<file path="config.mk">
export PLATFORM = sky130hd
export DESIGN_NAME = sc_window_decoder
export DESIGN_NICKNAME = d
export VERILOG_FILES = /design/src/rtl/sc_window_decoder_pkg.sv /design/src/rtl/sc_ones_counter.sv /design/src/rtl/sc_window_decoder.sv
export SDC_FILE = /design/constraint.sdc
export NUM_CORES = 1
export LEC_CHECK = 0
export CAP_MARGIN = 20
export CORE_MARGIN = 4
export CORE_UTILIZATION = 48
export CTS_CLUSTER_DIAMETER = 100
export CTS_CLUSTER_SIZE = 28
export DETAILED_ROUTE_END_ITERATION = 12
export DONT_BUFFER_PORTS = 1
export GPL_ROUTABILITY_DRIVEN = 0
export SYNTH_ARGS = -nofsm -noshare
export SYNTH_HDL_FRONTEND = slang
export SYNTH_HIERARCHICAL = 1
export SYNTH_SLANG_ARGS = --single-unit
</file>
<file path="constraint.sdc">
create_clock -name clk -period 4.64 [get_ports clk]
set_input_delay 0.464 -clock clk [delete_from_list [all_inputs] [get_ports clk]]
set_output_delay 0.464 -clock clk [all_outputs]
set_load 0.05 [all_outputs]
</file>
<file path="src/rtl/sc_window_decoder_pkg.sv">
// Shared types and result arithmetic for the stochastic window decoder.
// The bipolar output option is selected in the top by SC_WINDOW_DECODER_BIPOLAR_EN.
package sc_window_decoder_pkg;

  typedef enum logic [1:0] {
    IDLE,
    ACC,
    DONE
  } state_t;

  localparam int unsigned MAX_WIDTH = 32;

  // An all-ones window would overflow the code by one, so it saturates to the top code.
  function automatic logic [MAX_WIDTH-1:0] sat_code(input logic [MAX_WIDTH:0] ones,
                                                     input int unsigned width);
    logic [MAX_WIDTH:0] full;
    full = 33'd1 << width;
    if (ones == full) begin
      sat_code = 32'(full - 33'd1);
    end else begin
      sat_code = 32'(ones & (full - 33'd1));
    end
  endfunction

endpackage

</file>
<file path="src/rtl/sc_ones_counter.sv">
// WIDTH+1-bit up-counter with synchronous clear and count enable.
// Holds the number of 1s seen so far in the current window.
module sc_ones_counter #(
  parameter int WIDTH = 8
) (
  input  logic           clk,
  input  logic           rst,
  input  logic           clr,
  input  logic           en,
  output logic [WIDTH:0] count
);

  localparam logic [WIDTH:0] ONE = {{WIDTH{1'b0}}, 1'b1};

  always_ff @(posedge clk) begin
    if (rst) begin
      count <= '0;
    end else if (clr) begin
      count <= '0;
    end else if (en) begin
      count <= count + ONE;
    end
  end

endmodule

</file>
<file path="src/rtl/sc_window_decoder.sv">
// Stochastic-to-binary decoder: counts 1s over 2^WIDTH accepted bits.
// Define SC_WINDOW_DECODER_BIPOLAR_EN for a bipolar two's-complement output code.
module sc_window_decoder
  import sc_window_decoder_pkg::*;
#(
  parameter int WIDTH = 8
) (
  input  logic             clk,
  input  logic             rst,
  input  logic             start,
  input  logic             in_valid,
  input  logic             in_bit,
  output logic             in_ready,
  output logic             busy,
  output logic             out_valid,
  input  logic             out_ready,
  output logic [WIDTH-1:0] out_data
);

  localparam logic [WIDTH-1:0] BIT_ONE = {{(WIDTH-1){1'b0}}, 1'b1};

  state_t           state;
  logic [WIDTH-1:0] bit_cnt;
  logic [WIDTH:0]   ones_cnt;
  logic [WIDTH:0]   ones_cnt_next;
  logic             accept;
  logic             handshake;
  logic             clr;
  logic             ones_en;
  logic [WIDTH-1:0] u_next;
  logic [WIDTH-1:0] code_next;

  assign in_ready  = (state == ACC);
  assign busy      = (state != IDLE);
  assign accept    = in_valid && in_ready;
  assign handshake = out_valid && out_ready;
  assign clr       = start && ((state == IDLE) || ((state == DONE) && handshake));
  assign ones_en   = accept && in_bit;

  // The last bit of the window is folded in here so the result registers on the same edge.
  assign ones_cnt_next = ones_cnt + {{WIDTH{1'b0}}, ones_en};
  assign u_next        = WIDTH'(sat_code(33'(ones_cnt_next), WIDTH));

`ifdef SC_WINDOW_DECODER_BIPOLAR_EN
  assign code_next = u_next ^ {1'b1, {(WIDTH-1){1'b0}}};
`else
  assign code_next = u_next;
`endif

  sc_ones_counter #(
    .WIDTH(WIDTH)
  ) u_ones_counter (
    .clk  (clk),
    .rst  (rst),
    .clr  (clr),
    .en   (ones_en),
    .count(ones_cnt)
  );

  always_ff @(posedge clk) begin
    if (rst) begin
      state     <= IDLE;
      bit_cnt   <= '0;
      out_valid <= 1'b0;
      out_data  <= '0;
    end else begin
      case (state)
        IDLE: begin
          if (start) begin
            state   <= ACC;
            bit_cnt <= '0;
          end
        end
        ACC: begin
          if (accept) begin
            bit_cnt <= bit_cnt + BIT_ONE;
            if (bit_cnt == '1) begin
              state     <= DONE;
              out_data  <= code_next;
              out_valid <= 1'b1;
            end
          end
        end
        DONE: begin
          if (handshake) begin
            out_valid <= 1'b0;
            bit_cnt   <= '0;
            state     <= start ? ACC : IDLE;
          end
        end
        default: begin
          state <= IDLE;
        end
      endcase
    end
  end

endmodule
</file>
==> results of run 1 <==
## state kept, by name (all words and copies together), names as in the netlist
register / count
state: 2
u_ones_counter/count: 9
bit_cnt: 8
out_data: 8
out_valid: 1
## power by group through the flow
stage	combinational (uW)	sequential [uW]	clock, uW
final	20.7	245	118
after global routing	22.8	245	132
after CTS	20.6	245	123
after detailed placement	20.5	250	0
after global placement	20.1	250	0
after floorplan	20.2	248	0
## cells by family (layout without fill, tap and decap cells)
logic type | after synthesis | in the layout
simple gates | 71 | 71
mux | 2 | 2
xor+xnor | 18 | 18
buf+inv | 11 | 8
compound gates | 33 | 33
flops | 28 | 28
fa+ha+maj | 4 | 4
## routing by layer
metal / up-vias / track usage [%]
li1: 594 / -
met1: 534 / 19.8
met2: 22 / 25.7
met3: 4 / 3.16
met4: 0 / 4.85
met5: - / 0
## per-stage QoR
step	area, um^2	hold WS (ps)
final	1560	174
after CTS	1560	160
after global placement	1530	493
after detailed placement	1530	498
after floorplan	1500	471
after global routing	1560	148
## worst max path at each step
stage,to,startpoint,slack (ps)
after floorplan,out_data[0]$_SDFFE_PP0P_,state[0]$_SDFFE_PP0P_,1020
after global placement,out_data[0]$_SDFFE_PP0P_,state[0]$_SDFFE_PP0P_,1370
after detailed placement,out_data[7]$_SDFFE_PP0P_,state[0]$_SDFFE_PP0P_,1230
after CTS,out_data[1]$_SDFFE_PP0P_,state[0]$_SDFFE_PP0P_,1200
after global routing,out_data[0]$_SDFFE_PP0P_,state[0]$_SDFFE_PP0P_,950
final,out_data[1]$_SDFFE_PP0P_,state[0]$_SDFFE_PP0P_,1200
## placed cells by master, fill, tap and decap left out, types with 2 or more instances in the layout
cell,instances
a211oi_2,5
a21oi_1,7
a311oi_1,3
a31oi_1,2
and2_1,3
and3_1,4
clkbuf_4,3
dfxtp_1,28
ha_1,4
inv_1,3
mux2i_1,2
nand2_1,10
nand3_1,6
nand4_1,4
nor2_1,24
nor2b_1,3
nor3_1,3
o2111ai_1,4
o211ai_1,2
o21ai_0,6
or2_2,3
or3_1,4
xnor2_1,7
xor2_1,11
## final cells by class
class	count	area, um^2	area share [%]
sequential	28	561	35.9
timing repair buffer	1	7.51	0.481
multi-input combinational	128	891	57.1
tap	44	55.1	3.53
clock buffer	4	36.3	2.32
inverter	3	11.3	0.721
==> flow_summary.html, run 1 <==
<table>
<tr><th>Metric</th><th>Value</th></tr>
<tr><th colspan="2">Synth</th></tr>
<tr><td>Area of the mapped netlist</td><td>0.00150 mm^2</td></tr>
<tr><td>Most numerous cell in the Yosys netlist</td><td>dfxtp_1</td></tr>
<tr><td>Gate count after technology mapping</td><td>167</td></tr>
<tr><td>Area share of and/or/nand/nor cells after synthesis</td><td>25.4%</td></tr>
<tr><td>Synth warn</td><td>6</td></tr>
<tr><td>Average cell area after synthesis</td><td>8.98 um^2</td></tr>
<tr><td>Seq cells post-synth</td><td>28</td></tr>
<tr><td>Count of flip-flops with a built-in enable after synthesis</td><td>0</td></tr>
<tr><td>Async SR Flop Fraction</td><td>0%</td></tr>
<tr><td>Ranking of synthesized cells by area</td><td>dfxtp_1 (37%), xor2_1 (6.4%), nor2_1 (6.0%), a211oi_2 (4.2%), xnor2_1 (4.1%)</td></tr>
<tr><td>Post-synth cell types</td><td>38</td></tr>
<tr><td>Cell taking the most area after synthesis</td><td>dfxtp_1</td></tr>
<tr><td>Yosys top cell area share</td><td>37.4%</td></tr>
<tr><td>Synthesized netlist net count</td><td>177</td></tr>
<tr><td>Main combinational cell family by area after synthesis</td><td>simple AND/OR/NAND/NOR gates</td></tr>
<tr><td>Main flop type after synthesis</td><td>dfxtp_1</td></tr>
<tr><td>Cell types with the highest counts after synthesis</td><td>dfxtp_1 (28), nor2_1 (24), xor2_1 (11)</td></tr>
<tr><td>Post-synthesis share of cell area spent on xor and xnor gates</td><td>10.5%</td></tr>
<tr><td>Synthesized-area fraction occupied by ao, oa, aoi and oai cells</td><td>18.8%</td></tr>
<tr><td>Mux contribution to synthesized area</td><td>1.33%</td></tr>
<tr><td>Post-synthesis sequential area ratio</td><td>37.4%</td></tr>
<tr><td>Adder-cell area share of the yosys netlist</td><td>3.34%</td></tr>
<tr><th colspan="2">Critical path</th></tr>
<tr><td>Largest driver fanout on the critical path</td><td>8</td></tr>
<tr><td>Req. time, crit path</td><td>4900 ps</td></tr>
<tr><td>Worst-case register-to-register setup slack</td><td>1200 ps</td></tr>
<tr><td>Cell type of the slowest stage on the worst timing path</td><td>or4b_4</td></tr>
<tr><td>Reg-to-reg critical path endpoint</td><td>out_data[1]$_SDFFE_PP0P_</td></tr>
<tr><td>Type of the worst setup path</td><td>register to register</td></tr>
<tr><td>List of cells traversed by the critical path</td><td>nor2b_1 &gt; buf_4 &gt; and3_1 &gt; ha_1 &gt; ha_1 &gt; xnor2_1 &gt; or4b_4 &gt; a2111oi_4 &gt; a31oi_4 &gt; a211oi_2</td></tr>
<tr><td>Data arrival time of the worst path</td><td>3700 ps</td></tr>
<tr><td>CP delay by family, top</td><td>simple AND/OR/NAND/NOR gates</td></tr>
<tr><td>Critical path startpoint category</td><td>register</td></tr>
<tr><td>Number of cells on the critical path</td><td>10</td></tr>
<tr><td>Most repeated library cell on the critical path</td><td>ha_1</td></tr>
<tr><td>CP bufs+invs</td><td>1</td></tr>
<tr><td>Beginning of the worst register-to-register path</td><td>state[0]$_SDFFE_PP0P_</td></tr>
<tr><td>R2R cell count</td><td>10</td></tr>
<tr><td>Crit path largest cell delay</td><td>530 ps</td></tr>
<tr><td>Setup crit end kind</td><td>register</td></tr>
<tr><th colspan="2">Detailed routing</th></tr>
<tr><td>Total Routed Length</td><td>2.87 mm</td></tr>
<tr><td>Antenna-violating nets left</td><td>0</td></tr>
<tr><td>Iteration-0 DRC count of the detailed router</td><td>30</td></tr>
<tr><td>Detailed-routed wire length on met3</td><td>157 um</td></tr>
<tr><td>DRC viols</td><td>0</td></tr>
<tr><td>First-pass detailed-route iteration total</td><td>4</td></tr>
<tr><td>WL met2</td><td>1.28 mm</td></tr>
<tr><td>Routed WL per cell</td><td>13.8 um</td></tr>
<tr><td>Wire length on met1</td><td>1.41 mm</td></tr>
<tr><td>Vias</td><td>1,154</td></tr>
<tr><td>Highest layer used for signal routing</td><td>met4</td></tr>
<tr><td>Vias per Instance</td><td>5.55</td></tr>
<tr><th colspan="2">Place</th></tr>
<tr><td>Count of port buffers added during placement</td><td>0</td></tr>
<tr><td>Post-detail-place hpwl</td><td>2.22 mm</td></tr>
<tr><td>Cell total after placement</td><td>204</td></tr>
<tr><td>Setup slack after placement</td><td>1230 ps</td></tr>
<tr><th colspan="2">STA</th></tr>
<tr><td>Smallest setup slack after layout</td><td>1200 ps</td></tr>
<tr><td>Timing-limited maximum frequency</td><td>291 MHz</td></tr>
<tr><td>Final period util</td><td>74.1%</td></tr>
<tr><td>Count of final setup violators</td><td>0</td></tr>
<tr><td>Sum of negative setup slack</td><td>0 ps</td></tr>
<tr><td>Unrepaired setup endpoints after global routing</td><td>no</td></tr>
<tr><td>Final min period</td><td>3440 ps</td></tr>
<tr><td>Worst Tran Pin Value</td><td>664 ps</td></tr>
<tr><td>Max_slew headroom</td><td>55.7%</td></tr>
<tr><td>Max-slew violation count</td><td>0</td></tr>
<tr><td>Fin. Hold Viols</td><td>0</td></tr>
<tr><td>Setup skew after layout</td><td>4.64 ps</td></tr>
<tr><th colspan="2">Clocking</th></tr>
<tr><td>Number of gates resized after CTS</td><td>0</td></tr>
<tr><td>Number of CTS-inserted buffers</td><td>3</td></tr>
<tr><td>Cts hold-fix bufs</td><td>0</td></tr>
<tr><td>CTS Sinks</td><td>28</td></tr>
<tr><td>Number of levels in the clock H-tree</td><td>1</td></tr>
<tr><td>Post-CTS Setup Bufs</td><td>0</td></tr>
<tr><td>Bufs on Longest Clock Path</td><td>2</td></tr>
<tr><td>Latest clock arrival within the worst-skew pair</td><td>330 ps</td></tr>
<tr><td>Cell at the root of the clock tree</td><td>clkbuf_4</td></tr>
<tr><td>Clock transition at the registers of the reported paths</td><td>150 ps</td></tr>
<tr><td>Clock tree from TritonCTS</td><td>yes</td></tr>
<tr><th colspan="2">Die</th></tr>
<tr><td>Initial core utilization</td><td>49.5%</td></tr>
<tr><td>Area of the die</td><td>0.00408 mm^2</td></tr>
<tr><td>Number of cell rows</td><td>20</td></tr>
<tr><td>Area of the core</td><td>0.00303 mm^2</td></tr>
<tr><td>Die extent in y</td><td>63.9 um</td></tr>
<tr><td>Number of primary I/O pins</td><td>17</td></tr>
<tr><td>Die Wd</td><td>63.9 um</td></tr>
<tr><th colspan="2">Power</th></tr>
<tr><td>Switching fraction of total power</td><td>22.7%</td></tr>
<tr><td>Power after layout</td><td>383 uW</td></tr>
<tr><td>Switching power of the nets</td><td>87.2 uW</td></tr>
<tr><td>Power share of the clock group</td><td>30.8%</td></tr>
<tr><td>Peak VDD IR</td><td>0.105 mV</td></tr>
<tr><td>Leak Pwr</td><td>0.000519 uW</td></tr>
<tr><td>Part of the power in registers</td><td>63.8%</td></tr>
<tr><td>Int Pwr</td><td>296 uW</td></tr>
<tr><td>Cell Pwr Density</td><td>245 mW/mm^2</td></tr>
<tr><td>Combinational fraction of design power</td><td>5.4%</td></tr>
<tr><th colspan="2">GRT</th></tr>
<tr><td>Number of global-route vias before repair</td><td>1,152</td></tr>
<tr><td>Global-route total usage across every layer</td><td>15.4%</td></tr>
<tr><td>Wire length of the first global-routing pass</td><td>5.15 mm</td></tr>
<tr><td>Total congestion overflow after global routing</td><td>0</td></tr>
<tr><td>Pin count of the biggest net entering global routing</td><td>16</td></tr>
<tr><td>Initial antenna violation count</td><td>0</td></tr>
<tr><th colspan="2">Final layout</th></tr>
<tr><td>Share of layout cells above drive strength 1</td><td>11.6%</td></tr>
<tr><td>Non-Filler Instances</td><td>208</td></tr>
<tr><td>Area Overhead vs Synth</td><td>4.09%</td></tr>
<tr><td>Post-layout util</td><td>51.6%</td></tr>
<tr><td>Number of nets in the finished design</td><td>175</td></tr>
<tr><td>Count of fill cells added during filler insertion</td><td>291</td></tr>
<tr><td>Number of antenna repair diodes</td><td>0</td></tr>
<tr><th colspan="2">Hold path</th></tr>
<tr><td>Destination of the worst hold path</td><td>out_data[4]$_SDFFE_PP0P_</td></tr>
<tr><td>Hold Path Origin</td><td>rst</td></tr>
<tr><td>Kind of path behind the tightest hold check</td><td>input port to register</td></tr>
<tr><td>WHS Path Cells</td><td>1</td></tr>
<tr><th colspan="2">Outcome</th></tr>
<tr><td>Result of the run</td><td>complete, no violations</td></tr>
<tr><th colspan="2">Flow run</th></tr>
<tr><td>Max_cap viols</td><td>0</td></tr>
</table>
Power figures use the tool's default switching activity.
==> inputs of run 2 (changes only) <==
PLACE_DENSITY = 0.65   (was unset)
clock period = 2.85 ns   (was 4.64 ns; I/O delays follow)
==> flow_summary.html, run 2 (same netlist as run 1, synthesis figures left out) <==
<table>
<tr><th>Metric</th><th>Value</th></tr>
<tr><th colspan="2">STA</th></tr>
<tr><td>Max_slew headroom</td><td>61.0% (+5.2 points)</td></tr>
<tr><td>Timing-limited maximum frequency</td><td>379 MHz (+30%)</td></tr>
<tr><td>Sum of negative setup slack</td><td>0 ps (unchanged)</td></tr>
<tr><td>Max-slew violation count</td><td>0 (unchanged)</td></tr>
<tr><td>Worst Tran Pin Value</td><td>585 ps (-78.7 ps)</td></tr>
<tr><td>Setup skew after layout</td><td>7.24 ps (+2.59 ps)</td></tr>
<tr><td>Final period util</td><td>92.6% (+19 points)</td></tr>
<tr><td>Final min period</td><td>2640 ps (-797 ps)</td></tr>
<tr><td>Count of final setup violators</td><td>0 (unchanged)</td></tr>
<tr><td>Fin. Hold Viols</td><td>0 (unchanged)</td></tr>
<tr><td>Unrepaired setup endpoints after global routing</td><td>no</td></tr>
<tr><th colspan="2">Flow run</th></tr>
<tr><td>Max_cap viols</td><td>0 (unchanged)</td></tr>
<tr><th colspan="2">Critical path</th></tr>
<tr><td>Reg-to-reg critical path endpoint</td><td>out_data[1]$_SDFFE_PP0P_</td></tr>
<tr><td>Worst-case register-to-register setup slack</td><td>210 ps (-990 ps)</td></tr>
<tr><td>Cell type of the slowest stage on the worst timing path</td><td>or4b_4</td></tr>
<tr><td>List of cells traversed by the critical path</td><td>nor2b_4 &gt; and3_4 &gt; ha_4 &gt; ha_4 &gt; xnor2_2 &gt; or4b_4 &gt; a2111oi_4 &gt; a31oi_4 &gt; a211oi_2</td></tr>
<tr><td>Critical path startpoint category</td><td>register</td></tr>
<tr><td>Req. time, crit path</td><td>3110 ps (-1790 ps)</td></tr>
<tr><td>Setup crit end kind</td><td>register</td></tr>
<tr><td>Type of the worst setup path</td><td>register to register</td></tr>
<tr><td>Beginning of the worst register-to-register path</td><td>state[1]$_SDFFE_PP0P_</td></tr>
<tr><td>CP delay by family, top</td><td>compound AO/OA/AOI/OAI gates</td></tr>
<tr><td>R2R cell count</td><td>9 (-1)</td></tr>
<tr><td>Data arrival time of the worst path</td><td>2900 ps (-800 ps)</td></tr>
<tr><td>Largest driver fanout on the critical path</td><td>8 (unchanged)</td></tr>
<tr><td>Crit path largest cell delay</td><td>540 ps (about the same)</td></tr>
<tr><td>CP bufs+invs</td><td>0 (-1)</td></tr>
<tr><td>Number of cells on the critical path</td><td>9 (-1)</td></tr>
<tr><td>Most repeated library cell on the critical path</td><td>ha_4</td></tr>
<tr><th colspan="2">Final layout</th></tr>
<tr><td>Share of layout cells above drive strength 1</td><td>16.5% (+4.9 points)</td></tr>
<tr><td>Most common cell after layout, fill and taps aside</td><td>dfxtp_1</td></tr>
<tr><td>Number of nets in the finished design</td><td>181 (+3.4%)</td></tr>
<tr><td>Area Overhead vs Synth</td><td>10.7%</td></tr>
<tr><td>Count of fill cells added during filler insertion</td><td>286 (-1.7%)</td></tr>
<tr><td>Commonest cells after routing, fill and taps aside</td><td>dfxtp_1 (27), nor2_1 (24), xor2_1 (11)</td></tr>
<tr><td>Number of antenna repair diodes</td><td>0 (unchanged)</td></tr>
<tr><td>Largest registers</td><td>u_ones_counter/count: 9 flops, bit_cnt: 8 flops, out_data: 8 flops</td></tr>
<tr><td>Post-layout util</td><td>54.8% (+3.3 points)</td></tr>
<tr><td>Top register by number of flip-flops</td><td>u_ones_counter/count</td></tr>
<tr><td>Flip-flop count of the largest register, all copies and words added</td><td>9 (unchanged)</td></tr>
<tr><th colspan="2">Detailed routing</th></tr>
<tr><td>Vias per Instance</td><td>5.44 (-2.0%)</td></tr>
<tr><td>Iteration-0 DRC count of the detailed router</td><td>71 (+140%)</td></tr>
<tr><td>Routed WL per cell</td><td>13.8 um (-0.17%)</td></tr>
<tr><td>First-pass detailed-route iteration total</td><td>4 (unchanged)</td></tr>
<tr><td>DRC viols</td><td>0 (unchanged)</td></tr>
<tr><td>Antenna-violating nets left</td><td>0 (unchanged)</td></tr>
<tr><td>Vias</td><td>1,164 (+0.87%)</td></tr>
<tr><td>Total Routed Length</td><td>2.95 mm (+2.7%)</td></tr>
<tr><th colspan="2">Outcome</th></tr>
<tr><td>Result of the run</td><td>complete, no violations</td></tr>
<tr><th colspan="2">Clocking</th></tr>
<tr><td>Bufs on Longest Clock Path</td><td>2 (unchanged)</td></tr>
<tr><td>Number of levels in the clock H-tree</td><td>1 (unchanged)</td></tr>
<tr><td>CTS Sinks</td><td>28 (unchanged)</td></tr>
<tr><td>Clock transition at the registers of the reported paths</td><td>150 ps (about the same)</td></tr>
<tr><td>Number of CTS-inserted buffers</td><td>3 (unchanged)</td></tr>
<tr><td>Clock tree from TritonCTS</td><td>yes</td></tr>
<tr><td>Cell at the root of the clock tree</td><td>clkbuf_4</td></tr>
<tr><td>Latest clock arrival within the worst-skew pair</td><td>320 ps (about the same)</td></tr>
<tr><th colspan="2">Die</th></tr>
<tr><td>Number of cell rows</td><td>20 (unchanged)</td></tr>
<tr><td>Number of primary I/O pins</td><td>17 (unchanged)</td></tr>
<tr><td>Area of the core</td><td>0.00303 mm^2 (unchanged)</td></tr>
<tr><td>Die extent in y</td><td>63.9 um (unchanged)</td></tr>
<tr><td>Die Wd</td><td>63.9 um (unchanged)</td></tr>
<tr><td>Area of the die</td><td>0.00408 mm^2 (unchanged)</td></tr>
<tr><td>Initial core utilization</td><td>49.5% (unchanged)</td></tr>
<tr><th colspan="2">Power</th></tr>
<tr><td>Peak VDD IR</td><td>0.165 mV (+57%)</td></tr>
<tr><td>Power share of the clock group</td><td>30.4% (-0.4 points)</td></tr>
<tr><td>Int Pwr</td><td>488 uW (+65%)</td></tr>
<tr><td>Combinational fraction of design power</td><td>7.1% (+1.7 points)</td></tr>
<tr><td>Switching power of the nets</td><td>147 uW (+69%)</td></tr>
<tr><td>Switching fraction of total power</td><td>23.2% (+0.43 points)</td></tr>
<tr><td>Cell Pwr Density</td><td>383 mW/mm^2 (+56%)</td></tr>
<tr><td>Part of the power in registers</td><td>62.5% (-1.3 points)</td></tr>
<tr><td>Leak Pwr</td><td>0.000545 uW (+5.1%)</td></tr>
<tr><th colspan="2">Hold path</th></tr>
<tr><td>Hold Path Origin</td><td>rst</td></tr>
<tr><td>Kind of path behind the tightest hold check</td><td>input port to register</td></tr>
<tr><td>Destination of the worst hold path</td><td>state[0]$_SDFFE_PP0P_</td></tr>
<tr><td>WHS Path Cells</td><td>1 (unchanged)</td></tr>
<tr><th colspan="2">GRT</th></tr>
<tr><td>Global-route total usage across every layer</td><td>14.9% (-0.50 points)</td></tr>
<tr><td>Wire length of the first global-routing pass</td><td>5.06 mm (-1.7%)</td></tr>
<tr><td>Total congestion overflow after global routing</td><td>0 (unchanged)</td></tr>
<tr><td>Pin count of the biggest net entering global routing</td><td>16 (unchanged)</td></tr>
<tr><td>Initial antenna violation count</td><td>0 (unchanged)</td></tr>
<tr><td>Number of global-route vias before repair</td><td>1,120 (-2.8%)</td></tr>
<tr><th colspan="2">Place</th></tr>
<tr><td>Count of port buffers added during placement</td><td>0 (unchanged)</td></tr>
<tr><td>Post-detail-place hpwl</td><td>2.19 mm (-1.3%)</td></tr>
</table>
## run 2: worst max-delay path by stage
stage / from / end
after floorplan: state[0]$_SDFFE_PP0P_ / out_data[7]$_SDFFE_PP0P_
after global placement: state[1]$_SDFFE_PP0P_ / out_data[0]$_SDFFE_PP0P_
after detailed placement: state[1]$_SDFFE_PP0P_ / out_data[1]$_SDFFE_PP0P_
after CTS: state[1]$_SDFFE_PP0P_ / out_data[7]$_SDFFE_PP0P_
after global routing: state[1]$_SDFFE_PP0P_ / out_data[6]$_SDFFE_PP0P_
final: state[1]$_SDFFE_PP0P_ / out_data[1]$_SDFFE_PP0P_
## run 2: through the flow
step	hold WS (ps)	total power (uW)	setup WS, ps	std cells	instance area, um^2
floorplan	357	442	-82.4	167	1560
global placement	352	444	225	207	1590
detailed placement	352	445	128	207	1590
CTS	2.30	645	107	213	1650
global route	0.842	667	95.1	214	1660
finish	29.8	636	211	214	1660
## run 2: timing repair
item | CTS | global route
hold buffers | 2 | 1
setup buffers | 0 | 0
endpoints found under the setup margin | 0 | 2
gates resized for setup | 0 | 1
hold endpoints to repair | 7 | 4
## run 2: power groups by stage
stage          sequential (uW)  combinational, uW  clock, uW
2_1_floorplan              405               36.7          0
3_3_place_gp               406               38.7          0
3_5_place_dp               406               38.7          0
4_1_cts                    398               43.5        204
5_1_grt                    398               49.8        219
6_report                   397               45.2        193
## run 2: area by class of cell
cell class                      count  area, um^2  area share (%)
Multi-Input combinational cell    128         936            56.4
Inverter                            3        11.3           0.678
Tap cell                           44        55.1            3.32
Timing Repair Buffer                7        60.1            3.62
Sequential cell                    28         562            33.8
Clock buffer                        4        36.3            2.19
## run 2: worst reg2reg max path: stages (launching register included)
cell	delay [ps]
dfxtp_2	440
nor2b_4	60
and3_4	160
ha_4	170
ha_4	180
xnor2_2	130
or4b_4	540
a2111oi_4	500
a31oi_4	190
a211oi_2	220
## run 2: per-layer routing
metal  vias to the layer above  wire length, um  track usage (%)
met4                         0               25             3.77
li1                        609                -                -
met1                       537             1430             19.4
met5                         -                0                0
met3                         4              105             2.99
met2                        14             1390             25.0
==> inputs of run 3 (changes only) <==
PLACE_DENSITY = unset   (was 0.65)
clock period = 2.45 ns   (was 2.85 ns; I/O delays follow)
==> flow_summary.html, run 3 (same netlist as run 1, synthesis figures left out) <==
<table>
<tr><th>Metric</th><th>Value</th></tr>
<tr><th colspan="2">Outcome</th></tr>
<tr><td>Result of the run</td><td>finished, violations left</td></tr>
<tr><td>Failing checks</td><td>hold timing, setup timing</td></tr>
<tr><th colspan="2">Final layout</th></tr>
<tr><td>Most common cell after layout, fill and taps aside</td><td>dfxtp_1</td></tr>
<tr><td>Number of antenna repair diodes</td><td>0 (unchanged)</td></tr>
<tr><td>Count of fill cells added during filler insertion</td><td>280 (-2.1%)</td></tr>
<tr><td>Area Overhead vs Synth</td><td>18.1%</td></tr>
<tr><td>Top register by number of flip-flops</td><td>u_ones_counter/count</td></tr>
<tr><td>Post-route cell area</td><td>0.00177 mm^2 (+6.7%)</td></tr>
<tr><td>Largest registers</td><td>u_ones_counter/count: 9 flops, bit_cnt: 8 flops, out_data: 8 flops</td></tr>
<tr><td>Number of nets in the finished design</td><td>195 (+7.7%)</td></tr>
<tr><td>Share of layout cells above drive strength 1</td><td>22.3% (+5.8 points)</td></tr>
<tr><td>Flip-flop count of the largest register, all copies and words added</td><td>9 (unchanged)</td></tr>
<tr><td>Non-Filler Instances</td><td>228 (+6.5%)</td></tr>
<tr><td>Commonest cells after routing, fill and taps aside</td><td>dfxtp_1 (27), nor2_1 (24), buf_4 (16)</td></tr>
<tr><th colspan="2">STA</th></tr>
<tr><td>Max-slew violation count</td><td>0 (unchanged)</td></tr>
<tr><td>Final min period</td><td>2490 ps (-149 ps)</td></tr>
<tr><td>Max_slew headroom</td><td>59.7% (-1.3 points)</td></tr>
<tr><td>WHS</td><td>-50.5 ps (-80.3 ps)</td></tr>
<tr><td>Fin. Hold Viols</td><td>8 (+8)</td></tr>
<tr><td>Worst Tran Pin Value</td><td>605 ps (+19.9 ps)</td></tr>
<tr><td>Count of final setup violators</td><td>5 (+5)</td></tr>
<tr><td>Smallest setup slack after layout</td><td>-40.3 ps (-251 ps)</td></tr>
<tr><td>Unrepaired setup endpoints after global routing</td><td>yes</td></tr>
<tr><td>Final period util</td><td>102% (+9.0 points)</td></tr>
<tr><td>Setup skew after layout</td><td>5.92 ps (-1.32 ps)</td></tr>
<tr><td>Timing-limited maximum frequency</td><td>402 MHz (+6.0%)</td></tr>
<tr><th colspan="2">Clocking</th></tr>
<tr><td>Bufs on Longest Clock Path</td><td>2 (unchanged)</td></tr>
<tr><td>Clock transition at the registers of the reported paths</td><td>150 ps (about the same)</td></tr>
<tr><td>Latest clock arrival within the worst-skew pair</td><td>330 ps (about the same)</td></tr>
<tr><td>Clock tree from TritonCTS</td><td>yes</td></tr>
<tr><td>Cts hold-fix bufs</td><td>5 (+3)</td></tr>
<tr><td>CTS Sinks</td><td>28 (unchanged)</td></tr>
<tr><td>Cell at the root of the clock tree</td><td>clkbuf_4</td></tr>
<tr><td>Number of CTS-inserted buffers</td><td>3 (unchanged)</td></tr>
<tr><td>Number of levels in the clock H-tree</td><td>1 (unchanged)</td></tr>
<tr><th colspan="2">Detailed routing</th></tr>
<tr><td>Vias per Instance</td><td>5.47 (+0.55%)</td></tr>
<tr><td>Iteration-0 DRC count of the detailed router</td><td>89 (+25%)</td></tr>
<tr><td>DRC viols</td><td>0 (unchanged)</td></tr>
<tr><td>First-pass detailed-route iteration total</td><td>4 (unchanged)</td></tr>
<tr><td>Antenna-violating nets left</td><td>0 (unchanged)</td></tr>
<tr><td>Routed WL per cell</td><td>13.2 um (-4.1%)</td></tr>
<tr><td>Total Routed Length</td><td>3.02 mm (+2.2%)</td></tr>
<tr><td>Vias</td><td>1,247 (+7.1%)</td></tr>
<tr><th colspan="2">GRT</th></tr>
<tr><td>Global-route layer with the greatest usage</td><td>met2</td></tr>
<tr><td>M1 GR Usage</td><td>19.0% (-0.43 points)</td></tr>
<tr><td>Pin count of the biggest net entering global routing</td><td>16 (unchanged)</td></tr>
<tr><td>Global-route track usage on met3</td><td>3.34% (+0.35 points)</td></tr>
<tr><td>Global routing met2 resource utilization</td><td>26.2% (+1.2 points)</td></tr>
<tr><td>Total congestion overflow after global routing</td><td>0 (unchanged)</td></tr>
<tr><td>Number of global-route vias before repair</td><td>1,189 (+6.2%)</td></tr>
<tr><td>Initial antenna violation count</td><td>0 (unchanged)</td></tr>
<tr><td>Wire length of the first global-routing pass</td><td>5.16 mm (+2.1%)</td></tr>
<tr><td>Global-route total usage across every layer</td><td>15.7% (+0.78 points)</td></tr>
<tr><th colspan="2">Critical path</th></tr>
<tr><td>Most repeated library cell on the critical path</td><td>ha_4</td></tr>
<tr><td>CP delay by family, top</td><td>simple AND/OR/NAND/NOR gates</td></tr>
<tr><td>List of cells traversed by the critical path</td><td>nor2b_4 &gt; and3_4 &gt; ha_4 &gt; ha_4 &gt; xnor2_2 &gt; or4b_4 &gt; a2111oi_4 &gt; buf_4 &gt; a31oi_4 &gt; a211oi_2</td></tr>
<tr><td>Number of cells on the critical path</td><td>10 (+1)</td></tr>
<tr><td>Largest driver fanout on the critical path</td><td>5 (-3)</td></tr>
<tr><td>Setup crit end kind</td><td>register</td></tr>
<tr><td>Crit path largest cell delay</td><td>550 ps (about the same)</td></tr>
<tr><td>Critical path startpoint category</td><td>register</td></tr>
<tr><td>Req. time, crit path</td><td>2720 ps (-390 ps)</td></tr>
<tr><td>CP bufs+invs</td><td>1 (+1)</td></tr>
<tr><td>Data arrival time of the worst path</td><td>2760 ps (-140 ps)</td></tr>
<tr><td>R2R cell count</td><td>10 (+1)</td></tr>
<tr><td>Cell type of the slowest stage on the worst timing path</td><td>or4b_4</td></tr>
<tr><td>Type of the worst setup path</td><td>register to register</td></tr>
<tr><th colspan="2">Die</th></tr>
<tr><td>Die Wd</td><td>63.9 um (unchanged)</td></tr>
<tr><td>Number of cell rows</td><td>20 (unchanged)</td></tr>
<tr><td>Die extent in y</td><td>63.9 um (unchanged)</td></tr>
<tr><td>Area of the die</td><td>0.00408 mm^2 (unchanged)</td></tr>
<tr><td>Number of primary I/O pins</td><td>17 (unchanged)</td></tr>
<tr><td>Area of the core</td><td>0.00303 mm^2 (unchanged)</td></tr>
<tr><td>Initial core utilization</td><td>49.5% (unchanged)</td></tr>
<tr><th colspan="2">Place</th></tr>
<tr><td>Area of placed instances</td><td>0.00166 mm^2 (+4.2%)</td></tr>
<tr><td>Post-detail-place hpwl</td><td>2.25 mm (+2.7%)</td></tr>
<tr><td>Cell total after placement</td><td>216 (+4.3%)</td></tr>
<tr><td>Count of port buffers added during placement</td><td>0 (unchanged)</td></tr>
<tr><th colspan="2">Flow run</th></tr>
<tr><td>Max_cap viols</td><td>0 (unchanged)</td></tr>
<tr><th colspan="2">Power</th></tr>
<tr><td>Int Pwr</td><td>569 uW (+16%)</td></tr>
<tr><td>Peak VDD IR</td><td>0.227 mV (+37%)</td></tr>
<tr><td>Leak Pwr</td><td>0.000630 uW (+15%)</td></tr>
<tr><td>Switching fraction of total power</td><td>23.3% (+0.13 points)</td></tr>
<tr><td>Power share of the clock group</td><td>30.8% (+0.4 points)</td></tr>
<tr><td>Switching power of the nets</td><td>173 uW (+17%)</td></tr>
<tr><td>Cell Pwr Density</td><td>419 mW/mm^2 (+9.3%)</td></tr>
<tr><td>Combinational fraction of design power</td><td>6.9% (-0.2 points)</td></tr>
<tr><td>Part of the power in registers</td><td>62.3% (-0.2 points)</td></tr>
<tr><th colspan="2">Hold path</th></tr>
<tr><td>WHS Path Cells</td><td>1 (unchanged)</td></tr>
<tr><td>Kind of path behind the tightest hold check</td><td>input port to register</td></tr>
</table>
[run 3: cell types whose count changed in the layout (fill, tap and decap cells not counted), sizes merged]
cell	before	now
buf	4	16
dlygate4sd3	3	5
[run 3: what timing repair did]
| action | in CTS | in global routing |
|---|---|---|
| gates cloned | 0 | 0 |
| resized for setup | 1 | 1 |
| setup buffers | 2 | 1 |
| endpoints found under the hold margin | 13 | 8 |
| pin swaps | 2 | 1 |
| setup endpoints to repair | 8 | 9 |
[run 3: cell type report]
type                            instances  area, um^2  share of cell area (%)
Inverter                                3        11.3                   0.636
Tap cell                               44        55.1                    3.11
Sequential cell                        28         562                    31.7
Timing Repair Buffer                   21         170                    9.60
Clock buffer                            4        36.3                    2.05
Multi-Input combinational cell        128         937                    52.9
[run 3: final timing paths]
path                           start                       end  slack (ps)
max            state[0]$_SDFFE_PP0P_  out_data[4]$_SDFFE_PP0P_         -40
min                              rst  out_data[0]$_SDFFE_PP0P_         -50
min reg2reg  bit_cnt[7]$_SDFFE_PP0P_   bit_cnt[7]$_SDFFE_PP0P_         530
max reg2reg    state[0]$_SDFFE_PP0P_  out_data[4]$_SDFFE_PP0P_         -40
[run 3: routing by layer]
layer	vias to the layer above	routed length (um)	part of all wire (%)
met2	16	1420	47
met1	593	1420	47
met4	0	68	2.3
met5	-	0	0
li1	632	-	-
met3	6	115	3.8
[run 3: through the flow]
| step | power (uW) | setup TNS (ps) | utilization [%] | setup slack (ps) |
|---|---|---|---|---|
| after detailed placement | 519 | -551 | 54.8 | -103 |
| after global placement | 518 | -175 | 54.8 | -33.2 |
| after CTS | 755 | -267 | 58.2 | -55.4 |
| final | 742 | -173 | 58.5 | -40.3 |
| after global routing | 777 | -746 | 58.5 | -125 |
| after floorplan | 514 | -3660 | - | -482 |
[run 3: power by group through the flow]
| stage | clock network [uW] | logic [uW] | registers (uW) |
|---|---|---|---|
| 5_1_grt | 259 | 55.2 | 463 |
| 2_1_floorplan | 0 | 42.7 | 471 |
| 4_1_cts | 242 | 51.0 | 462 |
| 3_3_place_gp | 0 | 46.5 | 471 |
| 3_5_place_dp | 0 | 47.3 | 471 |
| 6_report | 229 | 51.1 | 462 |
[run 3: worst reg2reg max path, delay by kind of cell (launching register included)]
family	cells	cell delay, ps
xor gates and xnor gates	1	120
buffers and inverters	1	190
DFF	1	350
adders and majority gates	2	320
AOI/OAI and AO/OA	3	630
and+or+nand+nor	3	820
